===== src/rtl/cellrv32_io_initiator.sv =====
// ============================================================================
// cellrv32_io_initiator
//
// Single-outstanding bus initiator for the CELLRV32 IO-peripheral space.
// It takes one request from a valid/ready channel (debug host, DMA, test
// port) and turns it into one strobed IO transfer. It then waits for the
// responder's ack, with a timeout. The result goes back on a valid/ready
// response channel.
//
// Parameters
//   TIMEOUT_CYCLES  WAIT cycles without ack before a bus error (1..255)
//
// Optional feature
//   CELLRV32_IO_INIT_ALIGN_CHECK_EN  when defined, a request whose address is
//                                    not word aligned gets an immediate error
//                                    response and issues no bus strobe.
//
// Ports
//   clk_i, rstn_i            clock, asynchronous active-low reset
//   req_valid_i/req_ready_o  request handshake
//   req_we_i                 1 = write, 0 = read
//   req_addr_i, req_wdata_i  request byte address and write data
//   rsp_valid_o/rsp_ready_i  response handshake
//   rsp_rdata_o              read data (0 for writes and errors)
//   rsp_err_o                timeout / alignment error
//   bus_addr_o, bus_data_o   IO address and write data, held through WAIT
//   bus_rden_o, bus_wren_o   single-cycle read / write strobes
//   bus_data_i, bus_ack_i    OR-combined IO read data and acknowledge
// ============================================================================
module cellrv32_io_initiator #(
    parameter int TIMEOUT_CYCLES = 15
) (
    input  logic        clk_i,
    input  logic        rstn_i,
    // request channel
    input  logic        req_valid_i,
    output logic        req_ready_o,
    input  logic        req_we_i,
    input  logic [31:0] req_addr_i,
    input  logic [31:0] req_wdata_i,
    // response channel
    output logic        rsp_valid_o,
    input  logic        rsp_ready_i,
    output logic [31:0] rsp_rdata_o,
    output logic        rsp_err_o,
    // IO bus
    output logic [31:0] bus_addr_o,
    output logic        bus_rden_o,
    output logic        bus_wren_o,
    output logic [31:0] bus_data_o,
    input  logic [31:0] bus_data_i,
    input  logic        bus_ack_i
);

    if (TIMEOUT_CYCLES < 1 || TIMEOUT_CYCLES > 255) begin : g_bad_timeout
        $error("cellrv32_io_initiator: TIMEOUT_CYCLES must be in 1..255");
    end

    // Counter value seen in the last WAIT cycle before the timeout fires.
    localparam logic [7:0] CNT_LAST = 8'(TIMEOUT_CYCLES - 1);

    typedef enum logic [1:0] {
        ST_IDLE,
        ST_ISSUE,
        ST_WAIT,
        ST_RESP
    } state_e;

    state_e      state_q,     state_d;
    logic [7:0]  cnt_q,       cnt_d;
    logic        we_q,        we_d;
    logic        req_ready_q, req_ready_d;
    logic        rsp_valid_q, rsp_valid_d;
    logic [31:0] rsp_rdata_q, rsp_rdata_d;
    logic        rsp_err_q,   rsp_err_d;
    logic [31:0] bus_addr_q,  bus_addr_d;
    logic        bus_rden_q,  bus_rden_d;
    logic        bus_wren_q,  bus_wren_d;
    logic [31:0] bus_data_q,  bus_data_d;
    logic        misaligned;

`ifdef CELLRV32_IO_INIT_ALIGN_CHECK_EN
    assign misaligned = (req_addr_i[1:0] != 2'b00);
`else
    assign misaligned = 1'b0;
`endif

    // ------------------------------------------------------------------------
    // Next-state logic
    // ------------------------------------------------------------------------
    // NOTE: every _d gets a default before the case statement, so no path
    // leaves a variable unassigned and no latch is inferred. Combinational
    // code uses blocking assignments.
    always_comb begin
        state_d     = state_q;
        cnt_d       = cnt_q;
        we_d        = we_q;
        req_ready_d = req_ready_q;
        rsp_valid_d = rsp_valid_q;
        rsp_rdata_d = rsp_rdata_q;
        rsp_err_d   = rsp_err_q;
        bus_addr_d  = bus_addr_q;
        bus_data_d  = bus_data_q;
        // Strobes are single-cycle pulses. They are set only on the way into ISSUE.
        bus_rden_d  = 1'b0;
        bus_wren_d  = 1'b0;

        unique case (state_q)
            ST_IDLE: begin
                // req_ready_q is always 1 in IDLE, so a valid request is accepted here.
                if (req_valid_i) begin
                    we_d        = req_we_i;
                    req_ready_d = 1'b0;
                    if (misaligned) begin
                        // Alignment error: skip the bus and answer right away.
                        state_d     = ST_RESP;
                        rsp_valid_d = 1'b1;
                        rsp_rdata_d = 32'h0;
                        rsp_err_d   = 1'b1;
                    end else begin
                        state_d    = ST_ISSUE;
                        bus_addr_d = req_addr_i;
                        bus_data_d = req_wdata_i;
                        bus_rden_d = ~req_we_i;
                        bus_wren_d = req_we_i;
                    end
                end
            end

            ST_ISSUE: begin
                cnt_d = 8'h0;
                // A responder that acks combinationally in the strobe cycle is honoured.
                if (bus_ack_i) begin
                    state_d     = ST_RESP;
                    rsp_valid_d = 1'b1;
                    rsp_rdata_d = we_q ? 32'h0 : bus_data_i;
                    rsp_err_d   = 1'b0;
                end else begin
                    state_d = ST_WAIT;
                end
            end

            ST_WAIT: begin
                cnt_d = cnt_q + 8'h1;
                // Ack is checked first, so an ack on the expiry cycle wins over the timeout.
                if (bus_ack_i) begin
                    state_d     = ST_RESP;
                    rsp_valid_d = 1'b1;
                    rsp_rdata_d = we_q ? 32'h0 : bus_data_i;
                    rsp_err_d   = 1'b0;
                end else if (cnt_q == CNT_LAST) begin
                    state_d     = ST_RESP;
                    rsp_valid_d = 1'b1;
                    rsp_rdata_d = 32'h0;
                    rsp_err_d   = 1'b1;
                end
            end

            ST_RESP: begin
                // Any ack arriving here is late (after a timeout) and is dropped.
                if (rsp_ready_i) begin
                    state_d     = ST_IDLE;
                    rsp_valid_d = 1'b0;
                    rsp_rdata_d = 32'h0;
                    rsp_err_d   = 1'b0;
                    req_ready_d = 1'b1;
                end
            end

            default: begin
                state_d     = ST_IDLE;
                req_ready_d = 1'b1;
                rsp_valid_d = 1'b0;
            end
        endcase
    end

    // ------------------------------------------------------------------------
    // State and registered outputs
    // ------------------------------------------------------------------------
    // NOTE: reset is asynchronous, so a mid-transfer reset drops the strobes
    // and the pending response at once, without waiting for a clock edge.
    // Sequential state uses non-blocking assignments only.
    always_ff @(posedge clk_i or negedge rstn_i) begin
        if (!rstn_i) begin
            state_q     <= ST_IDLE;
            cnt_q       <= 8'h0;
            we_q        <= 1'b0;
            req_ready_q <= 1'b1;
            rsp_valid_q <= 1'b0;
            rsp_rdata_q <= 32'h0;
            rsp_err_q   <= 1'b0;
            bus_addr_q  <= 32'h0;
            bus_rden_q  <= 1'b0;
            bus_wren_q  <= 1'b0;
            bus_data_q  <= 32'h0;
        end else begin
            state_q     <= state_d;
            cnt_q       <= cnt_d;
            we_q        <= we_d;
            req_ready_q <= req_ready_d;
            rsp_valid_q <= rsp_valid_d;
            rsp_rdata_q <= rsp_rdata_d;
            rsp_err_q   <= rsp_err_d;
            bus_addr_q  <= bus_addr_d;
            bus_rden_q  <= bus_rden_d;
            bus_wren_q  <= bus_wren_d;
            bus_data_q  <= bus_data_d;
        end
    end

    assign req_ready_o = req_ready_q;
    assign rsp_valid_o = rsp_valid_q;
    assign rsp_rdata_o = rsp_rdata_q;
    assign rsp_err_o   = rsp_err_q;
    assign bus_addr_o  = bus_addr_q;
    assign bus_rden_o  = bus_rden_q;
    assign bus_wren_o  = bus_wren_q;
    assign bus_data_o  = bus_data_q;

endmodule

===== config.mk =====
export PLATFORM = sky130hd
export DESIGN_NAME = cellrv32_io_initiator
export DESIGN_NICKNAME = d
export VERILOG_FILES = /design/src/rtl/cellrv32_io_initiator.sv
export SDC_FILE = /design/constraint.sdc
export NUM_CORES = 1
export LEC_CHECK = 0
export ABC_AREA = 1
export CAP_MARGIN = 5
export CORE_ASPECT_RATIO = 0.75
export CORE_MARGIN = 5
export CORE_UTILIZATION = 43
export DETAILED_ROUTE_END_ITERATION = 12
export GPL_TIMING_DRIVEN = 0
export PLACE_DENSITY = 0.92
export SLEW_MARGIN = 20
export SYNTH_ARGS = -nofsm -noshare
export SYNTH_HDL_FRONTEND = slang
export SYNTH_SLANG_ARGS = --single-unit

===== constraint.sdc =====
create_clock -name clk_i -period 2.1 [get_ports clk_i]
set_input_delay 0.21 -clock clk_i [delete_from_list [all_inputs] [get_ports clk_i]]
set_output_delay 0.21 -clock clk_i [all_outputs]
set_load 0.03 [all_outputs]

==> qor.yml, run 1 <==
ir_worst_vdd_mv: 1.23
synthAdderAreaFrac_pct: 1.56
worst-path-stages: 7
root_buffer: "clkbuf_16"
synth-seq-area-share_pct: 58.2
rows: 33
core_area_sq_um: 10900
ys_async_sr_fraction_pct: 100
crit_start: "state_q[0]"
combPwrFrac_pct: 55.7
die_area_sq_um: 13400
yosys-top-cells-area: "dfrtp_1 58%, mux2_2 15%, nand2_1 7.3%"
cts.reportedPaths.clkPinSlew_ns: 0.07
clkLatencyLatePin_ns: 0.34
syn_to_final_growth_pct: 52.3
drt_iter0_drc: 139
p_clk_share_pct: 13.5
cts_num_sinks: 112
slew_headroom_pct: 68.4
crit_buf_inv: 1
synth_compound_area_share_pct: 2.00
cpPeakStageDelay_ns: 0.44
routed_via_density: 4.85
grt_max_degree: 65
initial_core_util_pct: 44.0
setup_viol: 0
p_seq_share_pct: 30.7
place_hpwl_mm: 9.92
highest_layer: "met4"
status: "finished clean"
path_cells: "inv_1, ha_1, nand2_1, nor2_1, nand3_1, o21ai_0, nor2_1"
vias: 3927
power_leakage_nw: 3.47
synth-simple-area-share_pct: 15.5
grt_pass1_vias: 4193
slowest_stage: "dfrtp_1"
synthXorXnorAreaFrac_pct: 0.182
synth_top_family_by_area: "simple AND/OR/NAND/NOR gates"
fp.dieH_um: 102
yosys_warnings: 0
ctsResizeCount: 0
rsz0062_at_grt: "false"
grt_pass1_wl_mm: 20.8
cp_top_family: "simple AND/OR/NAND/NOR gates"
utilization_pct: 67.1
path_max_fanout: 7
wl_per_cell_um: 15.9
critPathKind: "flip-flop to flip-flop"
synth_fp_nets: 557
cts_htree_levels: 3
worst_pin_slew_ns: 0.475
gr-total-overflow: 0
antenna_cells: 0
avgSynthCellArea_sq_um: 10.7
layout-drive-gt1-share_pct: 16.1
layout_commonest_cell: "clkdlybuf4s50_1"
gr-usage-all-layers_pct: 19.1
arrival_ns: 2.14
ios: 203
cts_buffers: 9
reg2reg_depth: 7
yosysUniqueCellTypes: 24
synthCells: 449
synthMuxAreaShare_pct: 15.0
antenna_found_initial: 0
fmax_mhz: 522
path_common_cell: "nor2_1"
m1WireLength_mm: 4.93
met3_length_mm: 1.16
setup_tns_ns: 0
slew_violations: 0
layout_common_cells: "201 x clkdlybuf4s50_1, 111 x dfrtp_1, 94 x nand2_1, 64 x mux2_2, 50 x inv_1"
timing_hold_violations_final: 0
dr_wl_met2_mm: 6.45
maxCapViolations: 0
syn_area_sq_um: 4820
ant_nets: 0
synth_ff_type: "dfrtp_1"
holdCritPathClass: "primary input to asynchronous set/reset pin"
powerDensity_nw_per_um2: 1630
portBuffers: 202
end_kind: "flip-flop"
period_share_pct: 91.3
clockBufferDepth: 2
period_minus_slack_ns: 1.92
yosysTopAreaCell: "dfrtp_1"
p_int_mw: 6.90
drtPass1Iterations: 5
r2r_start: "state_q[0]"
gp_congestion: 0.821
die_w_um: 132
sw_frac_of_total_pct: 42.4
critPathRequiredTime_ns: 2.33
synth_seq_cells: 112
cts_tree: "yes"
fill_cells: 815
drc: 0
final.setup_skew_ns: 0.0103
switching_power_mw: 5.09
wirelength_mm: 12.8
post_cts_buffers: 0
yosysTopAreaCellShare_pct: 57.6
start_kind: "flip-flop"
nNetsFinal: 772
hold_buffers: 1
synth_edf_count: 0
[worst register-to-register path: cells and delay by family, from the launching register on]
kind | cells | cell delay [ns]
adder cells (fa/ha/maj) | 1 | 0.40
flip-flops | 1 | 0.44
buffers and inverters | 1 | 0.09
AND/OR/NAND/NOR | 4 | 0.62
AO/OA/AOI/OAI | 1 | 0.26
[power by group through the flow]
stage | clock [mW] | sequential [mW] | combinational, mW
floorplan | 0 | 5.49 | 2.14
global placement | 0 | 3.64 | 6.54
detailed placement | 0 | 3.72 | 6.72
CTS | 1.68 | 3.69 | 6.75
global route | 1.78 | 3.80 | 7.12
finish | 1.62 | 3.68 | 6.68
[final timing paths]
kind                                   endpoint  slack, ns
worst max-delay path                   cnt_q[7]       0.18
worst min-delay path              bus_addr_o[2]       0.37
worst max register to register         cnt_q[7]       0.18
worst min register to register  rsp_rdata_o[14]       0.47
max in group asynchronous              cnt_q[0]       1.05
min in group clk_i                   bus_wren_o       0.42
[state kept, by name (all words and copies together), names as in the netlist]
signal / count
bus_rden_o: 1
rsp_err_o: 1
bus_wren_o: 1
rsp_rdata_o: 32
bus_addr_o: 32
bus_data_o: 32
we_q: 1
req_ready_o: 1
cnt_q: 8
state_q: 2
rsp_valid_o: 1
[cell families after synthesis]
kind of cell	Yosys count
AO/OA/AOI/OAI	13
XOR/XNOR	1
adder cells (fa/ha/maj)	6
buffers and inverters	71
flip-flops	112
multiplexers	64
AND/OR/NAND/NOR	182
[through the flow]
stage          cells  total power [mW]  area, sq um  hold WS, ns  setup WS, ns
4_1_cts          809              12.1         7340        0.378         0.185
2_1_floorplan    449              7.63         4820      -0.0856         0.560
5_1_grt          809              12.7         7340        0.410        0.0473
6_report         809              12.0         7340        0.366         0.183
3_5_place_dp     792              10.4         7040        0.184         0.275
3_3_place_gp     791              10.2         7020        0.454         -3.30
[cell usage after synthesis (3+ instances only)]
cell type    n
dfrtp_1    111
nand2_1     94
mux2_2      64
inv_1       50
nor2_1      44
nand3_1     41
buf_2        9
buf_6        7
ha_1         6
a21oi_1      4
o21ai_0      4
buf_8        3
[routing by layer]
metal / global-route usage (%) / vias up
met5: 0 / -
met4: 6.42 / 0
met3: 7.30 / 25
met2: 33.1 / 171
met1: 22.1 / 1883
li1: - / 1848
[cell type report]
type                    count  area, sq um  share of cell area, %
well taps                 140          175                   2.39
repair buffers            204         2060                   28.1
inverters                  51          191                   2.61
clock buffers              11          243                   3.31
plain buffers              20          176                   2.40
clock inverters             5         40.0                  0.546
flip-flops and latches    112         2800                   38.2
multi-input cells         266         1650                   22.4
No activity file was read; power rests on OpenSTA's default activity.
==> run 2, diff against run 1 <==
- CORE_ASPECT_RATIO: 0.75 -> not set
==> run 2 against run 1 <==
Against the previous run:
- setup slack improved by 0.058 ns
- die area decreased by 0.16%
- sequential power about the same
- critical path depth decreased by 1
- critical path type unchanged
- highest routed layer unchanged
- non-clock buffer count unchanged
- maximum frequency increased by 3.1%
- via count decreased by 1.1%
- cell area decreased by 1.4%
==> qor.yml, run 2 (synthesis results as in run 1) <==
status: "finished clean"
core_area_sq_um: 10900
end_kind: "flip-flop"
cts_num_sinks: 112
grt_max_degree: 63
portBuffers: 202
power_leakage_nw: 3.42
layout-drive-gt1-share_pct: 16.1
slew_headroom_pct: 67.7
gp_congestion: 0.814
antenna_cells: 0
ir_worst_vdd_mv: 1.15
root_buffer: "clkbuf_8"
utilization_pct: 66.5
period_share_pct: 88.5
gr-usage-all-layers_pct: 19.7
grt_pass1_vias: 4229
slew_violations: 0
path_cells: "inv_1, ha_1, nand2_1, buf_4, buf_6, mux2_2"
nNetsFinal: 772
final.setup_skew_ns: 0.0115
clockBufferDepth: 2
path_max_fanout: 10
crit_buf_inv: 3
fp.dieH_um: 116
cts.reportedPaths.clkPinSlew_ns: 0.10
vias: 3884
cts_htree_levels: 3
layout_commonest_cell: "clkdlybuf4s50_1"
powerDensity_nw_per_um2: 1600
die_w_um: 116
drt_iter0_drc: 225
holdCritPathClass: "primary input to asynchronous set/reset pin"
maxCapViolations: 0
layout_common_cells: "201 x clkdlybuf4s50_1, 111 x dfrtp_1, 94 x nand2_1, 64 x mux2_2, 50 x inv_1"
setup_tns_ns: 0
drtPass1Iterations: 6
post_cts_buffers: 0
critPathKind: "flip-flop to flip-flop"
initial_core_util_pct: 44.3
cpPeakStageDelay_ns: 0.45
rows: 38
wl_per_cell_um: 16.0
cts_buffers: 9
arrival_ns: 2.11
gr-total-overflow: 0
setup_viol: 0
ios: 203
die_area_sq_um: 13400
wirelength_mm: 13.0
cts_tree: "yes"
fmax_mhz: 538
place_hpwl_mm: 10.3
start_kind: "flip-flop"
crit_start: "state_q[0]"
period_minus_slack_ns: 1.86
rsz0062_at_grt: "false"
syn_to_final_growth_pct: 50.2
grt_pass1_wl_mm: 20.8
ant_nets: 0
antenna_found_initial: 0
timing_hold_violations_final: 0
critPathRequiredTime_ns: 2.35
routed_via_density: 4.80
r2r_start: "state_q[0]"
drc: 0
cp_top_family: "buffers and inverters"
worst_pin_slew_ns: 0.484
clkLatencyLatePin_ns: 0.37
slowest_stage: "dfrtp_1"
-- run 2: per-stage QoR --
stage | area [sq um] | hold WS [ns] | total power [mW] | setup WS [ns] | std cells
detailed placement | 7040 | 0.180 | 10.4 | 0.263 | 792
finish | 7240 | 0.346 | 11.5 | 0.241 | 809
global route | 7240 | 0.373 | 12.3 | 0.161 | 809
global placement | 7020 | 0.453 | 10.2 | -3.29 | 791
CTS | 7240 | 0.360 | 11.7 | 0.250 | 809
floorplan | 4820 | -0.0856 | 7.63 | 0.560 | 449
-- run 2: layout make-up --
type / instances / area (sq um)
inverter: 51 / 191
fill: 810 / 3650
sequential: 112 / 2800
clock inverter: 5 / 41.3
timing repair buffer: 204 / 2060
clock buffer: 11 / 141
multi-input combinational: 266 / 1650
buffer: 20 / 176
tap: 140 / 175
-- run 2: path summary, 6_finish.rpt --
check | end | slack [ns] | cells past startpoint
worst min-delay path | rsp_rdata_o[21] | 0.35 | 2
worst max register to register | bus_addr_o[19] | 0.24 | 6
worst min register to register | rsp_rdata_o[18] | 0.48 | 2
min in group clk_i | bus_wren_o | 0.40 | 3
worst max-delay path | bus_addr_o[19] | 0.24 | 6
max in group asynchronous | req_ready_o | 1.04 | 3
-- run 2: report_power, final --
part	total [mW]	switching, mW	internal [mW]	leakage (nW)
sequential	3.68	0.545	3.14	1.39
clock	1.21	0.736	0.476	0.0914
combinational	6.65	3.75	2.90	1.94
-- run 2: repair_timing --
item                                   in CTS  in global routing
hold buffers                                1                  0
resized for setup                           0                  0
endpoints found under the hold margin      50                  0
-- run 2: per-layer routing --
layer  track usage [%]  share of wire [%]
met5                 0                  0
met4              6.81                1.7
met3              6.16                9.3
met2              35.7                 52
met1              21.9                 37
-- run 2: worst register-to-register path, stage by stage (launching register included) --
cell	delay [ns]
dfrtp_1	0.45
inv_1	0.09
ha_1	0.23
nand2_1	0.20
buf_4	0.25
buf_6	0.18
mux2_2	0.35
